<file path="src/rtl/audio_i2s_out.sv">
// rtl/audio_i2s_out.sv - PSG/PCM saturating mixer and I2S serializer, audio sample-rate master
module audio_i2s_out #(
  parameter int BCK_HALF  = 4,
  parameter int SLOT_BITS = 32
) (
  input  logic        clk,
  input  logic        rst_n,
  input  logic [15:0] psg_left,
  input  logic [15:0] psg_right,
  input  logic [15:0] pcm_left,
  input  logic [15:0] pcm_right,
  input  logic        mute,
  output logic        next_sample,
  output logic        i2s_bck,
  output logic        i2s_lrck,
  output logic        i2s_data
);

  localparam int DW = (2 * BCK_HALF > 1) ? $clog2(2 * BCK_HALF) : 1;
  localparam int BW = $clog2(2 * SLOT_BITS);

  logic [DW-1:0] div_cnt, div_nxt;
  logic [BW-1:0] bit_cnt, bit_nxt;
  logic [15:0]   hold_l, hold_r, hold_l_nxt, hold_r_nxt;
  logic          frame_end;
  logic          lrck_nxt, data_nxt;
  logic [BW-1:0] pos;
  logic [3:0]    idx;
  logic [15:0]   word;

  // Two's-complement add with clamping; overflow shows as differing top two sum bits.
  function automatic logic [15:0] mix(input logic [15:0] a, input logic [15:0] b);
    logic [16:0] s;
    s = {a[15], a} + {b[15], b};
    if (s[16:15] == 2'b01)      mix = 16'h7FFF;
    else if (s[16:15] == 2'b10) mix = 16'h8000;
    else                        mix = s[15:0];
  endfunction

  assign frame_end = (div_cnt == DW'(2 * BCK_HALF - 1)) && (bit_cnt == BW'(2 * SLOT_BITS - 1));

  // Outputs are registered from the next counter state so they line up with (d,b).
  always_comb begin
    div_nxt    = div_cnt + DW'(1);
    bit_nxt    = bit_cnt;
    hold_l_nxt = hold_l;
    hold_r_nxt = hold_r;
    if (div_cnt == DW'(2 * BCK_HALF - 1)) begin
      div_nxt = '0;
      bit_nxt = (bit_cnt == BW'(2 * SLOT_BITS - 1)) ? '0 : bit_cnt + BW'(1);
    end
    if (frame_end) begin
      hold_l_nxt = mute ? 16'h0000 : mix(psg_left, pcm_left);
      hold_r_nxt = mute ? 16'h0000 : mix(psg_right, pcm_right);
    end
    lrck_nxt = (bit_nxt >= BW'(SLOT_BITS));
    pos      = lrck_nxt ? bit_nxt - BW'(SLOT_BITS) : bit_nxt;
    word     = lrck_nxt ? hold_r_nxt : hold_l_nxt;
    idx      = 4'(BW'(16) - pos);
    data_nxt = 1'b0;
    if (pos >= BW'(1) && pos <= BW'(16)) data_nxt = word[idx];
  end

  always_ff @(posedge clk) begin
    if (!rst_n) begin
      div_cnt     <= '0;
      bit_cnt     <= '0;
      hold_l      <= '0;
      hold_r      <= '0;
      next_sample <= 1'b0;
      i2s_bck     <= 1'b0;
      i2s_lrck    <= 1'b0;
      i2s_data    <= 1'b0;
    end else begin
      div_cnt     <= div_nxt;
      bit_cnt     <= bit_nxt;
      hold_l      <= hold_l_nxt;
      hold_r      <= hold_r_nxt;
      next_sample <= frame_end;
      i2s_bck     <= (div_nxt >= DW'(BCK_HALF));
      i2s_lrck    <= lrck_nxt;
      i2s_data    <= data_nxt;
    end
  end

endmodule

</file>
<file path="config.mk">
export PLATFORM = sky130hd
export DESIGN_NAME = audio_i2s_out
export DESIGN_NICKNAME = d
export VERILOG_FILES = /design/src/rtl/audio_i2s_out.sv
export SDC_FILE = /design/constraint.sdc
export NUM_CORES = 1
export LEC_CHECK = 0
export CAP_MARGIN = 40
export CORE_ASPECT_RATIO = 2
export CORE_MARGIN = 1.5
export CORE_UTILIZATION = 50
export CTS_CLUSTER_DIAMETER = 50
export DETAILED_ROUTE_END_ITERATION = 16
export GPL_ROUTABILITY_DRIVEN = 0
export PLACE_DENSITY = 0.77
export SYNTH_ARGS = -nofsm -noshare
export SYNTH_HDL_FRONTEND = slang
export SYNTH_SLANG_ARGS = --single-unit
</file>
<file path="constraint.sdc">
create_clock -name clk -period 7.6 [get_ports clk]
set_input_delay 0.76 -clock clk [delete_from_list [all_inputs] [get_ports clk]]
set_output_delay 0.76 -clock clk [all_outputs]
set_load 0.01 [all_outputs]
</file>
Word level (Yosys, flattened, before mapping) --
Cells that the tools add are included.
Word-level totals: register bits 45, bits in latches 0, RAM bits 0, memory bits (read-only) 0, input bits 67, memories 0
Operators by class: add/sub/neg operators 6, $mul 0, divide/modulo/power cells 0, magnitude comparators 5, eq/ne operators 6, shift operators 0, muxes and demuxes 15, bitwise logic cells 0, reductions and logical operators 3
Operators with widths (number):
- 2-to-1 mux 16 bit | 9
- adder 16 x 16 -> 17 bit | 2
- 2-to-1 mux 6 bit | 3
- adder 6 x 1 -> 6 bit, second input constant | 1
- equality test 6 bit, second input constant | 1
- greater-or-equal comparator 6 x 1 -> 1 bit, second input constant | 1
- greater-or-equal comparator 6 bit, second input constant | 1
- less-or-equal comparator 6 x 5 -> 1 bit, second input constant | 1
- subtractor 6 bit, second input constant | 1
- less-than comparator 4 x 5 -> 1 bit, second input constant | 1
- binary-select mux 1 bit (select 4 bit) | 1
- equality test 2 x 1 -> 1 bit, second input constant | 2
- equality test 2 bit, second input constant | 2
- subtractor 1 x 4 -> 4 bit, first input constant | 1
- adder 3 x 1 -> 3 bit, second input constant | 1
- equality test 3 bit, second input constant | 1
- greater-or-equal comparator 3 bit, second input constant | 1
- 2-to-1 mux 3 bit | 1
- logical AND 1 bit | 2
- AND reduction 2 bit | 1
- 2-to-1 mux 1 bit | 1

Logic depth before layout (Yosys ltp) --
Gate-level depths: netlist of run 1.
word-level depth 9, depth in mapped cells 16

Least setup slack after synthesis of run 1 --
Ideal clock, no wire load.
kind input port to flip-flop, start point input port psg_left[0], end point register i2s_data, library setup time 0.082 ns, arrival 3.019 ns, path slack 4.499 ns, stages on the path 13, path buffers 1, cell sequence ha_1 > inv_1 > fa_1 > nand2b_1 > a21o_1 > a211oi_1 > nor2_1 > o2bb2ai_1 > nand2_1 > buf_4 > a311oi_1 > o31ai_1 > o2111ai_1
On the way: word-level cells in the longest chain between the ends 9
Ends and longest elaborated chain:
- start, declared | RTL line 8 | input logic [15:0] psg_left,
- adder 16 x 16 -> 17 bit * | RTL line 34 | s = {a[15], a} + {b[15], b};
- equality test 2 bit | RTL line 36 | else if (s[16:15] == 2'b10) mix = 16'h8000;
- 2-to-1 mux 16 bit | RTL line 36
- 2-to-1 mux 16 bit * | RTL line 35 | if (s[16:15] == 2'b01) mix = 16'h7FFF;
- 2-to-1 mux 16 bit * | RTL line 53 | hold_l_nxt = mute ? 16'h0000 : mix(psg_left, pcm_left);
- 2-to-1 mux 16 bit * | RTL line 52 | if (frame_end) begin
- 2-to-1 mux 16 bit * | RTL line 58 | word = lrck_nxt ? hold_r_nxt : hold_l_nxt;
- binary-select mux 1 bit (select 4 bit) * | RTL line 61 | if (pos >= BW'(1) && pos <= BW'(16)) data_nxt = word[idx];
- 2-to-1 mux 1 bit (not written as such) * | RTL line 61
- end signal, assigned | RTL line 82 | i2s_data <= data_nxt;
- end, declared | RTL line 16 | output logic i2s_data
Every way passes the cells marked *; elsewhere a longest branch is shown, timed or not. The select of a mux whose other input is x is not followed. A chain may end at the register's enable or synchronous reset.

Worst setup path after layout of run 1 --
start point input port psg_right[0], end point register i2s_data
On the way: word-level cells in the longest chain between the ends 9
Ends and longest elaborated chain:
- start, declared | RTL line 9 | input logic [15:0] psg_right,
- adder 16 x 16 -> 17 bit * | RTL line 34
- equality test 2 bit | RTL line 36
- 2-to-1 mux 16 bit | RTL line 36
- 2-to-1 mux 16 bit * | RTL line 35
- 2-to-1 mux 16 bit * | RTL line 54 | hold_r_nxt = mute ? 16'h0000 : mix(psg_right, pcm_right);
- 2-to-1 mux 16 bit * | RTL line 52
- 2-to-1 mux 16 bit * | RTL line 58
- binary-select mux 1 bit (select 4 bit) * | RTL line 61
- 2-to-1 mux 1 bit (not written as such) * | RTL line 61
Marked as above.

==> results of run 1 <==
## worst max-delay path: stages
cell and delay [ps]:
clkdlybuf4s50_1 460, ha_1 180, inv_1 60, fa_1 400
nor2b_1 190, o2111a_1 290, o211ai_1 140, and2_1 220
o41ai_4 610, a2111oi_2 80, a311oi_1 280, o31ai_1 90
o2111ai_1 170
## area by class of cell
class / count / area [um^2] / share of cell area (%)
Sequential cell: 44 / 881 / 18.8
Timing Repair Buffer: 71 / 708 / 15.1
Multi-Input combinational cell: 404 / 2780 / 59.2
Tap cell: 94 / 118 / 2.51
Inverter: 21 / 78.8 / 1.68
Clock buffer: 5 / 125 / 2.67
## metal layers
layer / wire length [um] / GRT usage [%] / vias up
met5: 0 / 0 / -
met4: 172 / 6.38 / 0
met3: 292 / 3.10 / 17
met2: 4720 / 39.1 / 77
met1: 4090 / 30.1 / 1785
li1: - / - / 1943
## cells in the mapped netlist, types with 2 or more instances
| cell type | count |
|---|---|
| a2111o_1 | 2 |
| a2111oi_0 | 4 |
| a211o_1 | 2 |
| a211oi_1 | 8 |
| a21boi_0 | 3 |
| a21o_1 | 7 |
| a21oi_1 | 53 |
| a221oi_1 | 11 |
| a311oi_1 | 2 |
| a31oi_1 | 8 |
| and2_1 | 7 |
| and3_1 | 7 |
| and4_1 | 2 |
| buf_2 | 4 |
| buf_4 | 4 |
| clkbuf_1 | 12 |
| dfxtp_1 | 44 |
| fa_1 | 2 |
| ha_1 | 37 |
| inv_1 | 20 |
| nand2_1 | 48 |
| nand2b_1 | 4 |
| nand3_1 | 11 |
| nand4_1 | 10 |
| nor2_1 | 39 |
| nor2b_1 | 6 |
| nor3_1 | 9 |
| nor3b_1 | 2 |
| o2111ai_1 | 2 |
| o211ai_1 | 7 |
| o21a_1 | 9 |
| o21ai_0 | 29 |
| o21bai_1 | 3 |
| o311ai_0 | 2 |
| o31ai_1 | 4 |
| or2_2 | 3 |
| or3_1 | 3 |
| xnor2_1 | 15 |
| xor2_1 | 12 |
## per-stage QoR
| step | utilization, % | hold WS (ps) | instances |
|---|---|---|---|
| global route | 62.6 | 455 | 639 |
| detailed placement | 60.9 | 431 | 634 |
| global placement | 60.9 | 421 | 634 |
| finish | 62.6 | 430 | 639 |
| floorplan | - | 404 | 490 |
| CTS | 62.6 | 439 | 639 |
## sequential cells by signal, summed over array words and instances (netlist names)
| register | flops |
|---|---|
| hold_l | 16 |
| hold_r | 16 |
| bit_cnt | 6 |
| div_cnt | 2 |
| i2s_bck | 1 |
| i2s_data | 1 |
| i2s_lrck | 1 |
| next_sample | 1 |
## path summary, 6_finish.rpt
path	to	cells past startpoint	start
min	div_cnt[0]$_SDFF_PN0_	1	div_cnt[0]$_SDFF_PN0_
max reg2reg	i2s_data$_SDFF_PN0_	11	div_cnt[0]$_SDFF_PN0_
max	i2s_data$_SDFF_PN0_	13	psg_right[0]
min reg2reg	div_cnt[0]$_SDFF_PN0_	1	div_cnt[0]$_SDFF_PN0_
## kinds of logic (layout without fill, tap and decap cells)
kind of cell / after synthesis / after routing / share of synthesized area, %
mux: 2 / 2 / 0.847
buf+inv: 42 / 97 / 4.82
fa+ha+maj: 39 / 39 / 13.1
xor+xnor: 27 / 27 / 6.16
simple gates: 158 / 158 / 19.9
flops: 44 / 44 / 22.9
compound gates: 178 / 178 / 32.2
## cell usage in the layout (no fill, tap or decap), drive strengths merged, types with 5 or more instances in the layout
master	Yosys	final
nor3	10	10
clkbuf	12	5
a211oi	8	8
a31oi	8	8
nor2	40	40
nor2b	6	6
a2111oi	5	5
xor2	12	12
nand4	10	10
clkdlybuf4s50	0	70
o21ai	31	31
nand3	12	12
nand2	48	48
o21a	9	9
o211ai	7	7
dfxtp	44	44
and2	7	7
and3	7	7
ha	37	37
xnor2	15	15
a21oi	54	54
a21o	7	7
inv	20	20
a221oi	12	12
or2	5	5
## report_power, final
part / switching (mW) / internal (mW)
Combinational: 0.111 / 0.101
Clock: 0.0797 / 0.116
Sequential: 0.00122 / 0.233
Total: 0.192 / 0.450
==> results.toml, run 1 <==
[critical_path]
endpoint_kind = "flip-flop"
cp_max_fo = 11
critPathRequiredTime_ps = 7810
start_kind = "input pin"
criticalPathCategory = "input pin to flip-flop"
r2r_slack_ps = 4230
worstPathArrival_ps = 3920

[logic_synthesis]
synthTopCellsByArea = "dfxtp_1 23%, ha_1 12%, a21oi_1 6.9%"
avgSynthCellArea_um2 = 7.84
synth_seq_area_share_pct = 22.9
synth-seq-cells = 44
synth_area_um2 = 3840
yosysUniqueCellTypes = 72
postSynth.asyncResetShare_pct = 0
synth-edff-count = 0
syn-num-nets = 596
synth_area_leader_cell = "dfxtp_1"
synth_flop_cell = "dfxtp_1"
yosysWarnings = 0
synth_top_cell_area_share_pct = 22.9
netlist_instances = 490

[placed_design]
port_buffers = 70
place_area_um2 = 4560
dpl.hpwl_um = 7250
pre_cts_slack_ps = 3610

[floorplan]
chipWidth_um = 65.0
core_area_um2 = 7490
rows = 45
die_h_um = 127
die_area_um2 = 8250
io_pins = 71
floorplan.initialDensity_pct = 51.3

[sta]
min_period_ps = 3710
relSlewSlack_pct = 44.4
setup_tns_ps = 0
max_freq_mhz = 269
clock-skew-final_ps = 5.59
hold_viol = 0
worst_pin_slew_ps = 834
period_share_pct = 48.9
fin_ws_ps = 3890
slew_viol_final = 0
final-setup-viol-count = 0
rsz0062_at_grt = "false"

[finish]
drive_above_1_share_pct = 4.22
diodes = 0
fillerInstances = 704
syn2layout_area_growth_pct = 22.0
nets = 653
final_area_um2 = 4690

[pwr]
ir_drop_mv = 0.127
finalPower_mw = 0.642
p_leak_nw = 1.83
powerDensity_nw_per_um2 = 137

[clock_network]
clk_path_buf_depth = 2
clk_latency_ps = 280
cts_setup_buffers = 0
clock-sinks = 44
cts_tree = "yes"
ctsHtreeMaxLevel = 2
holdBufCountCts = 0
clkTransAtPathRegs_ps = 60
cts_buffers = 5
post_cts_resized = 0
clk_root_buffer_cell = "clkbuf_16"

[drt]
drtIter0Drc = 203
vias_per_cell = 5.98
routed_wl_um = 9280
vias = 3822
wire_per_inst_um = 14.5
detail-route-antenna-nets = 0
dr.pass1.iters = 4
drc = 0

[global_routing]
grt_pass1_vias = 3482
grt_pass1_wl_um = 15500
grt_max_degree = 47
grt.total_usage_pct = 23.0
antenna_found_initial = 0
overflow = 0

[job]
maxCapViolations = 0

[worst_hold_path]
hold_class = "flip-flop to flip-flop"

[status]
status = "completed"
No activity file was read; power rests on OpenSTA's default activity.
==> run 2, diff against run 1 <==
- CORE_UTILIZATION: 50 -> 48
- clock period: 7.6 -> 3.25 ns (I/O delays scaled with it)
==> results.toml, run 2 (synthesis results as in run 1) <==
[status]
status = "completed"

[sta]
hold_viol = 0
clock-skew-final_ps = 5.28
final-setup-viol-count = 0
slew_viol_final = 0
worst_pin_slew_ps = 689
max_freq_mhz = 329
relSlewSlack_pct = 54.0
period_share_pct = 93.4
worst_hold_slack_ps = 434
min_period_ps = 3040

[global_routing]
grt.total_usage_pct = 23.4
overflow = 0
grt_pass1_wl_um = 16400
grt_pass1_vias = 3743
antenna_found_initial = 0
grt_max_degree = 38

[critical_path]
crit_path_cell_trace = "clkdlybuf4s50_1 -> ha_1 -> o211ai_1 -> o211ai_1 -> nand4_1 -> a31oi_2 -> a21boi_4 -> o21ai_0 -> a2111oi_0 -> o311ai_1 -> o2111ai_1"
r2r-start = "div_cnt[0]$_SDFF_PN0_"
start_kind = "input pin"
worstPathArrival_ps = 3240
endpoint_kind = "flip-flop"
critPathBufInv = 1
criticalPathCategory = "input pin to flip-flop"
cpPeakStageDelay_ps = 410
cp_max_fo = 7
cpMaxStageDelayCell = "a2111oi_0"
critPathTopFamily = "compound AO/OA/AOI/OAI gates"
crit_start = "psg_left[3]"
critPathRequiredTime_ps = 3450
path_common_cell = "o211ai_1"

[placed_design]
dpl.hpwl_um = 7830
port_buffers = 70

[drt]
dr.pass1.iters = 5
vias = 4009
drc = 0
vias_per_cell = 5.85
routed_wl_um = 9870
wire_per_inst_um = 14.4
drtIter0Drc = 278
detail-route-antenna-nets = 0

[finish]
final_cell_mix = "70 x clkdlybuf4s50_1, 53 x a21oi_1, 48 x nand2_1"
final_common_cell = "clkdlybuf4s50_1"
reg_top3 = "hold_l (16), hold_r (16), bit_cnt (6)"
drive_above_1_share_pct = 11.9
syn2layout_area_growth_pct = 31.4
diodes = 0
nets = 695
fillerInstances = 708

[floorplan]
die_area_um2 = 8580
die_h_um = 130
core_area_um2 = 7830
chipWidth_um = 66.3
io_pins = 71
floorplan.initialDensity_pct = 49.1
rows = 46

[pwr]
finalPower_mw = 1.57
p_leak_nw = 2.05
ir_drop_mv = 0.317
powerDensity_nw_per_um2 = 311

[clock_network]
clock-sinks = 44
ctsHtreeMaxLevel = 2
cts_tree = "yes"
clkTransAtPathRegs_ps = 60
cts_buffers = 5
clk_root_buffer_cell = "clkbuf_16"
clk_latency_ps = 280
clk_path_buf_depth = 2

[job]
maxCapViolations = 0

[worst_hold_path]
worstHoldStart = "div_cnt[0]$_SDFF_PN0_"
hold_class = "flip-flop to flip-flop"
## run 2: changes by cell type in the layout (fill, tap and decap cells not counted), sizes merged
| cell | previous run | this run |
|---|---|---|
| clkinv | 1 | 2 |
| clkbuf | 5 | 6 |
| buf | 1 | 43 |
## run 2: area by class of cell
cell class	instances	area [um^2]	share of cell area, %
flip-flops and latches	44	881	17.5
well taps	96	120	2.38
repair buffers	113	1040	20.5
clock inverters	1	5.00	0.0992
multi-input cells	404	2800	55.4
clock buffers	6	129	2.55
inverters	21	78.8	1.56
## run 2: metrics by stage
stage / instances / TNS [ps] / worst slack (ps) / util (%) / cell area (um^2)
3_5_place_dp: 677 / -171 / -171 / 62.4 / 4880
2_1_floorplan: 490 / 0 / 584 / - / 3840
6_report: 685 / 0 / 213 / 64.5 / 5050
3_3_place_gp: 677 / -66.7 / -66.7 / 62.4 / 4880
5_1_grt: 685 / -13.7 / -13.7 / 64.5 / 5050
4_1_cts: 684 / 0 / 123 / 64.1 / 5020
## run 2: final timing paths
path	slack, ps	end	depth (start not counted)
max reg2reg	340	i2s_data$_SDFF_PN0_	11
min	430	div_cnt[0]$_SDFF_PN0_	1
max	210	i2s_data$_SDFF_PN0_	11
min reg2reg	430	div_cnt[0]$_SDFF_PN0_	1
## run 2: timing repair
action / 4_1_cts / 5_1_grt
setup buffers: 0 / 1
endpoints found under the setup margin: 0 / 1
resized for setup: 0 / 4
hold buffers: 0 / 0
## run 2: layer usage
metal,up-vias,wire [um],track usage [%]
met4,0,242,7.20
li1,2027,-,-
met2,104,4990,40.6
met1,1857,4290,29.6
met3,21,341,2.86
met5,-,0,0
## run 2: power breakdown
| part | switching (mW) | internal [mW] |
|---|---|---|
| Sequential | 0.00281 | 0.545 |
| Combinational | 0.273 | 0.277 |
| Clock | 0.192 | 0.279 |
